===== config.mk =====
export PLATFORM = sky130hd
export DESIGN_NAME = alu_result_stage
export DESIGN_NICKNAME = d
export VERILOG_FILES = /design/src/rtl/alu_pkg.sv /design/src/rtl/alu_flag_gen.sv /design/src/rtl/alu_result_stage.sv
export SDC_FILE = /design/constraint.sdc
export NUM_CORES = 1
export LEC_CHECK = 0
export BUFFER_PORTS_ARGS = -buffer_cell sky130_fd_sc_hd__buf_4
export CORE_MARGIN = 2
export CORE_UTILIZATION = 52
export CTS_CLUSTER_SIZE = 28
export DETAILED_ROUTE_END_ITERATION = 12
export PLACE_DENSITY = 0.88
export SYNTH_ARGS = -nofsm -noshare
export SYNTH_HDL_FRONTEND = slang
export SYNTH_SLANG_ARGS = --single-unit

===== constraint.sdc =====
create_clock -name clk -period 1.8 [get_ports clk]
set_input_delay 0 -clock clk [delete_from_list [all_inputs] [get_ports clk]]
set_output_delay 0 -clock clk [all_outputs]
set_load 0.005 [all_outputs]

===== src/rtl/alu_pkg.sv =====
// rtl/alu_pkg.sv - shared widths, flag bit positions and buffered entry type for the ALU result stage.
package alu_pkg;

  localparam int ALU_WIDTH = 8;
  localparam int FLAG_W    = 4;

  // Bit positions inside the {N,Z,C,V} flag nibble
  localparam int FLAG_N = 3;
  localparam int FLAG_Z = 2;
  localparam int FLAG_C = 1;
  localparam int FLAG_V = 0;

  typedef struct packed {
    logic [ALU_WIDTH-1:0] result;
    logic [FLAG_W-1:0]    flags;
  } alu_result_t;

endpackage


===== src/rtl/alu_flag_gen.sv =====
// rtl/alu_flag_gen.sv - combinational N/Z/C/V derivation from the adder/subtractor outputs.
module alu_flag_gen
  import alu_pkg::*;
#(
  parameter int WIDTH = ALU_WIDTH
) (
  input  logic [WIDTH-1:0]  sum_i,
  input  logic              c_out_i,
  input  logic              overflow_i,
  input  logic              sub_i,
  output logic [FLAG_W-1:0] flags_o
);

  always_comb begin
    flags_o         = '0;
    flags_o[FLAG_N] = sum_i[WIDTH-1];
    flags_o[FLAG_Z] = (sum_i == '0);
    // a + ~b + 1 sets carry when no borrow occurred, so C is inverted for subtraction
    flags_o[FLAG_C] = c_out_i ^ sub_i;
    flags_o[FLAG_V] = overflow_i;
  end

endmodule


===== src/rtl/alu_result_stage.sv =====
// rtl/alu_result_stage.sv - registered ALU result/flag stage with a 2-entry skid FIFO.
// Optional sticky overflow flag when ALU_RESULT_STICKY_V_EN is defined.
module alu_result_stage
  import alu_pkg::*;
#(
  parameter int WIDTH = ALU_WIDTH,
  parameter int DEPTH = 2
) (
  input  logic             clk,
  input  logic             rst_n,
  input  logic             in_valid,
  output logic             in_ready,
  input  logic [WIDTH-1:0] in_sum,
  input  logic             in_c_out,
  input  logic             in_overflow,
  input  logic             in_sub,
  output logic             out_valid,
  input  logic             out_ready,
  output logic [WIDTH-1:0] out_result,
  output logic [3:0]       out_flags,
`ifdef ALU_RESULT_STICKY_V_EN
  input  logic             sticky_clr,
  output logic             sticky_v,
`endif
  output logic [1:0]       occupancy
);

  if (DEPTH != 2) begin : g_depth_chk
    $error("alu_result_stage: DEPTH must be 2");
  end
  if (WIDTH != ALU_WIDTH) begin : g_width_chk
    $error("alu_result_stage: WIDTH must equal ALU_WIDTH");
  end

  logic [1:0]        count_q, count_d;
  logic              wr_ptr_q, wr_ptr_d;
  logic              rd_ptr_q, rd_ptr_d;
  logic              init_q;
  logic              push, pop;
  logic [FLAG_W-1:0] push_flags;
  alu_result_t       push_entry;
  alu_result_t       mem_q [2];
  alu_result_t       head;

  alu_flag_gen #(.WIDTH(WIDTH)) u_flag_gen (
    .sum_i      (in_sum),
    .c_out_i    (in_c_out),
    .overflow_i (in_overflow),
    .sub_i      (in_sub),
    .flags_o    (push_flags)
  );

  always_comb begin
    push_entry        = '0;
    push_entry.result = in_sum;
    push_entry.flags  = push_flags;
  end

  // in_ready comes only from registered state, never from out_ready
  assign in_ready  = init_q && (count_q != 2'd2);
  assign out_valid = (count_q != 2'd0);
  assign push      = in_valid && in_ready;
  assign pop       = out_valid && out_ready;

  always_comb begin
    count_d  = count_q;
    wr_ptr_d = wr_ptr_q;
    rd_ptr_d = rd_ptr_q;
    if (push) begin
      wr_ptr_d = ~wr_ptr_q;
    end
    if (pop) begin
      rd_ptr_d = ~rd_ptr_q;
    end
    case ({push, pop})
      2'b10:   count_d = count_q + 2'd1;
      2'b01:   count_d = count_q - 2'd1;
      default: count_d = count_q;
    endcase
  end

  always_ff @(posedge clk or negedge rst_n) begin
    if (!rst_n) begin
      count_q  <= 2'd0;
      wr_ptr_q <= 1'b0;
      rd_ptr_q <= 1'b0;
      init_q   <= 1'b0;
    end else begin
      count_q  <= count_d;
      wr_ptr_q <= wr_ptr_d;
      rd_ptr_q <= rd_ptr_d;
      init_q   <= 1'b1;
    end
  end

  // Entries are cleared on reset so the head reads 0 instead of stale data
  always_ff @(posedge clk or negedge rst_n) begin
    if (!rst_n) begin
      for (int i = 0; i < 2; i++) begin
        mem_q[i] <= '0;
      end
    end else if (push) begin
      mem_q[wr_ptr_q] <= push_entry;
    end
  end

  assign head       = mem_q[rd_ptr_q];
  assign out_result = head.result;
  assign out_flags  = head.flags;
  assign occupancy  = count_q;

`ifdef ALU_RESULT_STICKY_V_EN
  logic sticky_v_q;

  always_ff @(posedge clk or negedge rst_n) begin
    if (!rst_n) begin
      sticky_v_q <= 1'b0;
    end else if (push && push_flags[FLAG_V]) begin
      sticky_v_q <= 1'b1;
    end else if (sticky_clr) begin
      sticky_v_q <= 1'b0;
    end
  end

  assign sticky_v = sticky_v_q;
`endif

endmodule

==> metrics.txt, run 1 <==
vias in the first global route=896; clock group share of total power=9.5%; clock buffer depth=2; CTS Sinks=27; Remaining DRCs=0; Synth cell types=20; Req. time, crit path=2020 ps; H-tree depth=1; uppermost layer routed=met4; # nets final=144; Hold Fails Final Rpt=0; layout cells sized above 1=57.5%; internal power=1.88 mW; sw power=0.769 mW; WL/cell=15.1 microns; CTS root buffer=clkbuf_4; Worst R2R End=occupancy[1]; CTS tree=yes; GRT Util Overall=19.2%; TritonRoute pass-1 iters=2; flops & latches, synth=27; 1st-iter DRT viols=2; chip width=54.4 microns; leak pwr=0.821 nW; pin slew with the least headroom to its limit=558 ps; total grt overflow=0; Vias/cell=5.13; Reg clk slew, reported paths=140 ps; worst r2r src=occupancy[1]; setup slack, reg-to-reg=130 ps; area growth from synthesis to layout=28.8%; Die ar.=2960 sq um; GPL Wtd Cong=0.685; CP Data Arrival Time=1890 ps; critical path class=register to register; logic gate share of total power=48.5%; initial core utilization=54.4%; Num CTS Buffers=3; register area share after synthesis=51.1%; Mapped Nets=99; area fraction of the dominant cell type after synthesis=51.1%; Vias=805; routed wl met2=1210 microns; I/O pins=31; setup bufs post-CTS=0; largest net degree at the start of global routing=28; Slew Viols, Final=0; area leader, netlist=dfrtp_1; Slew HR=62.8%; Final Setup Violations=0; diodes inserted=0; Die Span Y=54.4 microns; FP Rows=18; VDD IR max=0.00108 V; WL met1=1050 microns; Max Clock Freq=599 MHz; Setup Skew=6.95 ps; RSZ-0062 raised after global routing=false; most common cell after layout, fill and taps aside=buf_4; PortBufs=30; syn_area_per_cell=15.9 sq um; initial antenna violation count=0; CP Launch Type=register; routed wl met3=79 microns; Setup TNS=0 ps; pwr dens=1550 nW/um^2; Routed Antenna Nets=0; maxcap violations=0; final WL=2360 microns; r2r worst-path depth=6; status=complete, no violations; final core utilization=70.0%; synth top area cells=dfrtp_1 51%, mux2_4 23%, mux2_2 11%; Hold/Removal Path Class=primary input to async pin; Sequential Power Share=42.0%; Synth Cell Area=1320 sq um; most frequent cells in the layout=32 x buf_4, 27 x dfrtp_1, 20 x mux2_4; core area=2430 sq um; Synth Warn #=0; first-pass GRT wire length=3970 microns; Syn Inst Count=83; hold slack=107 ps; Detailed Place HPWL=1650 microns; Final min period=1670 ps; worst skew pair latency=320 ps; Worst setup EP type=register; Tcrit/Tclk final=92.8%; Crit Path Max Fanout=4; Net Sw Frac=29.1%
[timing repair]
action,in CTS,in global routing
hold buffers,12,0
endpoints found under the hold margin,47,0
gates resized for setup,0,0
[critical path, cell delays in order, from the launching register on]
cell,delay [ps]
dfrtp_1,470
or2_2,340
and2_1,190
ha_1,190
xnor2_1,170
nor2_1,70
xor2_1,140
[metrics by stage]
step	cell area (sq um)	power, mW	std cells	setup slack, ps
finish	1700	2.65	157	129
detailed placement	1560	2.40	141	130
global placement	1560	2.34	141	244
floorplan	1320	1.92	83	240
global route	1700	2.84	157	27.7
CTS	1700	2.69	157	98.0
[Yosys cell counts, drive strengths merged]
library cell,count
nand2b,1
or2,1
nand3,1
xor2,3
xnor2,3
nor2,2
ha,1
nand4,1
and4b,1
and2,2
conb,1
or4,2
mux2,33
buf,4
dfrtp,27
[power by group through the flow]
| stage | sequential (mW) | combinational (mW) | clock, mW |
|---|---|---|---|
| 2_1_floorplan | 1.03 | 0.889 | 0 |
| 3_3_place_gp | 1.10 | 1.24 | 0 |
| 3_5_place_dp | 1.13 | 1.27 | 0 |
| 4_1_cts | 1.11 | 1.31 | 0.270 |
| 5_1_grt | 1.15 | 1.40 | 0.283 |
| 6_report | 1.11 | 1.28 | 0.253 |
[worst max path at each step]
stage	to	from	slack, ps
after floorplan	occupancy[1]	occupancy[1]	240
after global placement	occupancy[1]	occupancy[1]	240
after detailed placement	occupancy[1]	occupancy[1]	130
after CTS	occupancy[1]	occupancy[1]	100
after global routing	occupancy[1]	occupancy[1]	30
final	occupancy[1]	occupancy[1]	130
[registers in the layout, summed over array words and instances, names as in the netlist]
register	cells
init_q	1
mem_q	22
wr_ptr_q	1
occupancy	2
rd_ptr_q	1
[cell families after synthesis]
logic type | synth area share, %
xor gates and xnor gates | 3.97
adders and majority gates | 0.946
buffers and inverters | 3.31
DFF | 51.1
muxes | 33.8
other | 0.284
and+or+nand+nor | 6.62
[per-layer routing]
metal / up-vias / GRT usage (%)
li1: 379 / -
met1: 402 / 23.3
met2: 21 / 34.3
met3: 3 / 2.46
met4: 0 / 7.50
met5: - / 0
[layout make-up]
type,instances,area (sq um)
clock buffers,4,26.3
fillers,169,729
multi-input cells,52,603
flip-flops and latches,27,676
well taps,30,37.5
repair buffers,44,360
(Power assumes the default switching activity.)
==> run 2, diff against run 1 <==
Settings changed: CORE_UTILIZATION 52 to 42, PLACE_DENSITY 0.88 to 0.75.
==> run 2 against run 1 <==
Against the previous run:
- die area grew 22%
- hold slack lost 81 ps
- setup slack better by 25 ps
==> metrics.txt, run 2 (synthesis gave the netlist of run 1 again) <==
register with the most flip-flops=mem_q; pwr dens=1560 nW/um^2 (+0.49%); GRT Util Overall=15.9% (-3.3 points); r2r worst-path depth=6 (unchanged); maxcap violations=0 (unchanged); fill count=246 (+46%); Vias=769 (-4.5%); worst r2r src=occupancy[1]; Max Clock Freq=608 MHz (+1.5%); Die ar.=3610 sq um (+22%); largest net degree at the start of global routing=28 (unchanged); clock group share of total power=10.2% (+0.7 points); CP Launch Type=register; Multi-input gate area=603 sq um (unchanged); core area=3030 sq um (+24%); TritonRoute pass-1 iters=4 (+2); Remaining DRCs=0 (unchanged); area growth from synthesis to layout=28.5%; 1st-iter DRT viols=18 (+16); first-pass GRT wire length=4220 microns (+6.3%); Worst R2R End=occupancy[1]; CTS Sinks=27 (unchanged); WL/cell=14.8 microns (-1.8%); GPL Wtd Cong=0.716 (+4.5%); vias in the first global route=883 (-1.5%); most common cell after layout, fill and taps aside=buf_4; leak pwr=0.807 nW (-1.7%); Hold Fails Final Rpt=0 (unchanged); H-tree depth=1 (unchanged); FP Rows=20 (+2); PortBufs=30 (unchanged); worst hold start=in_valid; pin slew with the least headroom to its limit=550 ps (-8.12 ps); most frequent cells in the layout=30 x buf_4, 27 x dfrtp_1, 20 x mux2_4; layout cells sized above 1=58.1% (+0.58 points); total grt overflow=0 (unchanged); Routed Antenna Nets=0 (unchanged); diodes inserted=0 (unchanged); clock buffer depth=2 (unchanged); # nets final=141 (-2.1%); Power Total=2.65 mW (+0.27%); max FFs per register=22 (unchanged); setup bufs post-CTS=0 (unchanged); Slew HR=63.3% (+0.54 points); Crit Path Max Fanout=4 (unchanged); Detailed Place HPWL=1650 microns (+0.21%); Reg clk slew, reported paths=140 ps (about the same); Hold/Removal Path Class=primary input to register; CTS Hold Bufs=11 (-1); I/O pins=31 (unchanged); setup slack, reg-to-reg=150 ps (+20 ps); initial antenna violation count=0 (unchanged); hold endpoint=wr_ptr_q; Slew Viols, Final=0 (unchanged); Tcrit/Tclk final=91.4% (-1.4 points); CP Data Arrival Time=1870 ps (-20 ps); Req. time, crit path=2020 ps (about the same); status=complete, no violations; CTS root buffer=clkbuf_4; Net Sw Frac=29.7% (+0.63 points); Setup Skew=13.4 ps (+6.42 ps); Num CTS Buffers=3 (unchanged); internal power=1.87 mW (-0.62%); Sequential Area=676 sq um (unchanged); sw power=0.788 mW (+2.5%); Sequential Power Share=42.3% (+0.3 points); Worst setup EP type=register; Final Setup Violations=0 (unchanged); RSZ-0062 raised after global routing=false; logic gate share of total power=47.5% (-1.0 points); Hold Crit Depth=3; worst skew pair latency=330 ps (about the same); VDD IR max=0.00101 V (-7.1%); final WL=2480 microns (+5.0%); Die Span Y=60.1 microns (+10%); initial core utilization=43.7% (-11 points); critical path class=register to register; Vias/cell=4.58 (-11%); Setup TNS=0 ps (unchanged); chip width=60.1 microns (+10%); CTS resizes=0 (unchanged); CTS tree=yes; Final min period=1650 ps (-24.7 ps)
## run 2: worst max path at each step
stage | slack (ps) | cells past startpoint | from | end
2_1_floorplan | 240 | 5 | occupancy[1] | occupancy[1]
3_3_place_gp | 200 | 5 | occupancy[1] | occupancy[1]
3_5_place_dp | 170 | 6 | occupancy[1] | occupancy[1]
4_1_cts | 140 | 6 | occupancy[1] | occupancy[1]
5_1_grt | 20 | 6 | occupancy[1] | occupancy[1]
6_report | 150 | 6 | occupancy[1] | occupancy[1]
## run 2: area by class of cell
type	count	share of cell area (%)
Clock inverter	1	0.442
Clock buffer	3	1.33
Tap cell	44	3.24
Multi-Input combinational cell	52	35.5
Sequential cell	27	39.8
Timing Repair Buffer	41	19.7
## run 2: layer usage
layer / part of all wire [%] / GRT usage, % / vias up
met5: 0 / 0 / -
met4: 0 / 1.90 / 0
met3: 3.9 / 3.90 / 0
met2: 48 / 25.5 / 24
met1: 48 / 22.4 / 373
li1: - / - / 372
## run 2: worst max-delay path: stages (launching register included)
cell and delay (ps):
dfrtp_1 470, or2_2 320, and2_1 180, ha_1 190
xnor2_1 170, nor2_1 80, xor2_1 140
## run 2: power by group through the flow
stage | registers, mW | clock network (mW) | logic, mW
after floorplan | 1.03 | 0 | 0.889
after global placement | 1.12 | 0 | 1.23
after detailed placement | 1.13 | 0 | 1.26
after CTS | 1.13 | 0.283 | 1.28
after global routing | 1.16 | 0.299 | 1.36
final | 1.12 | 0.272 | 1.26
## run 2: per-stage QoR
step | util, % | cell area, sq um | worst slack, ps | std cells | hold slack, ps
6_report | 56.1 | 1700 | 154 | 168 | 25.9
2_1_floorplan | - | 1320 | 240 | 83 | -296
3_3_place_gp | 51.5 | 1560 | 198 | 153 | -71.3
5_1_grt | 56.1 | 1700 | 23.2 | 168 | 30.6
4_1_cts | 56.1 | 1700 | 135 | 168 | 17.1
3_5_place_dp | 51.5 | 1560 | 168 | 153 | -67.3
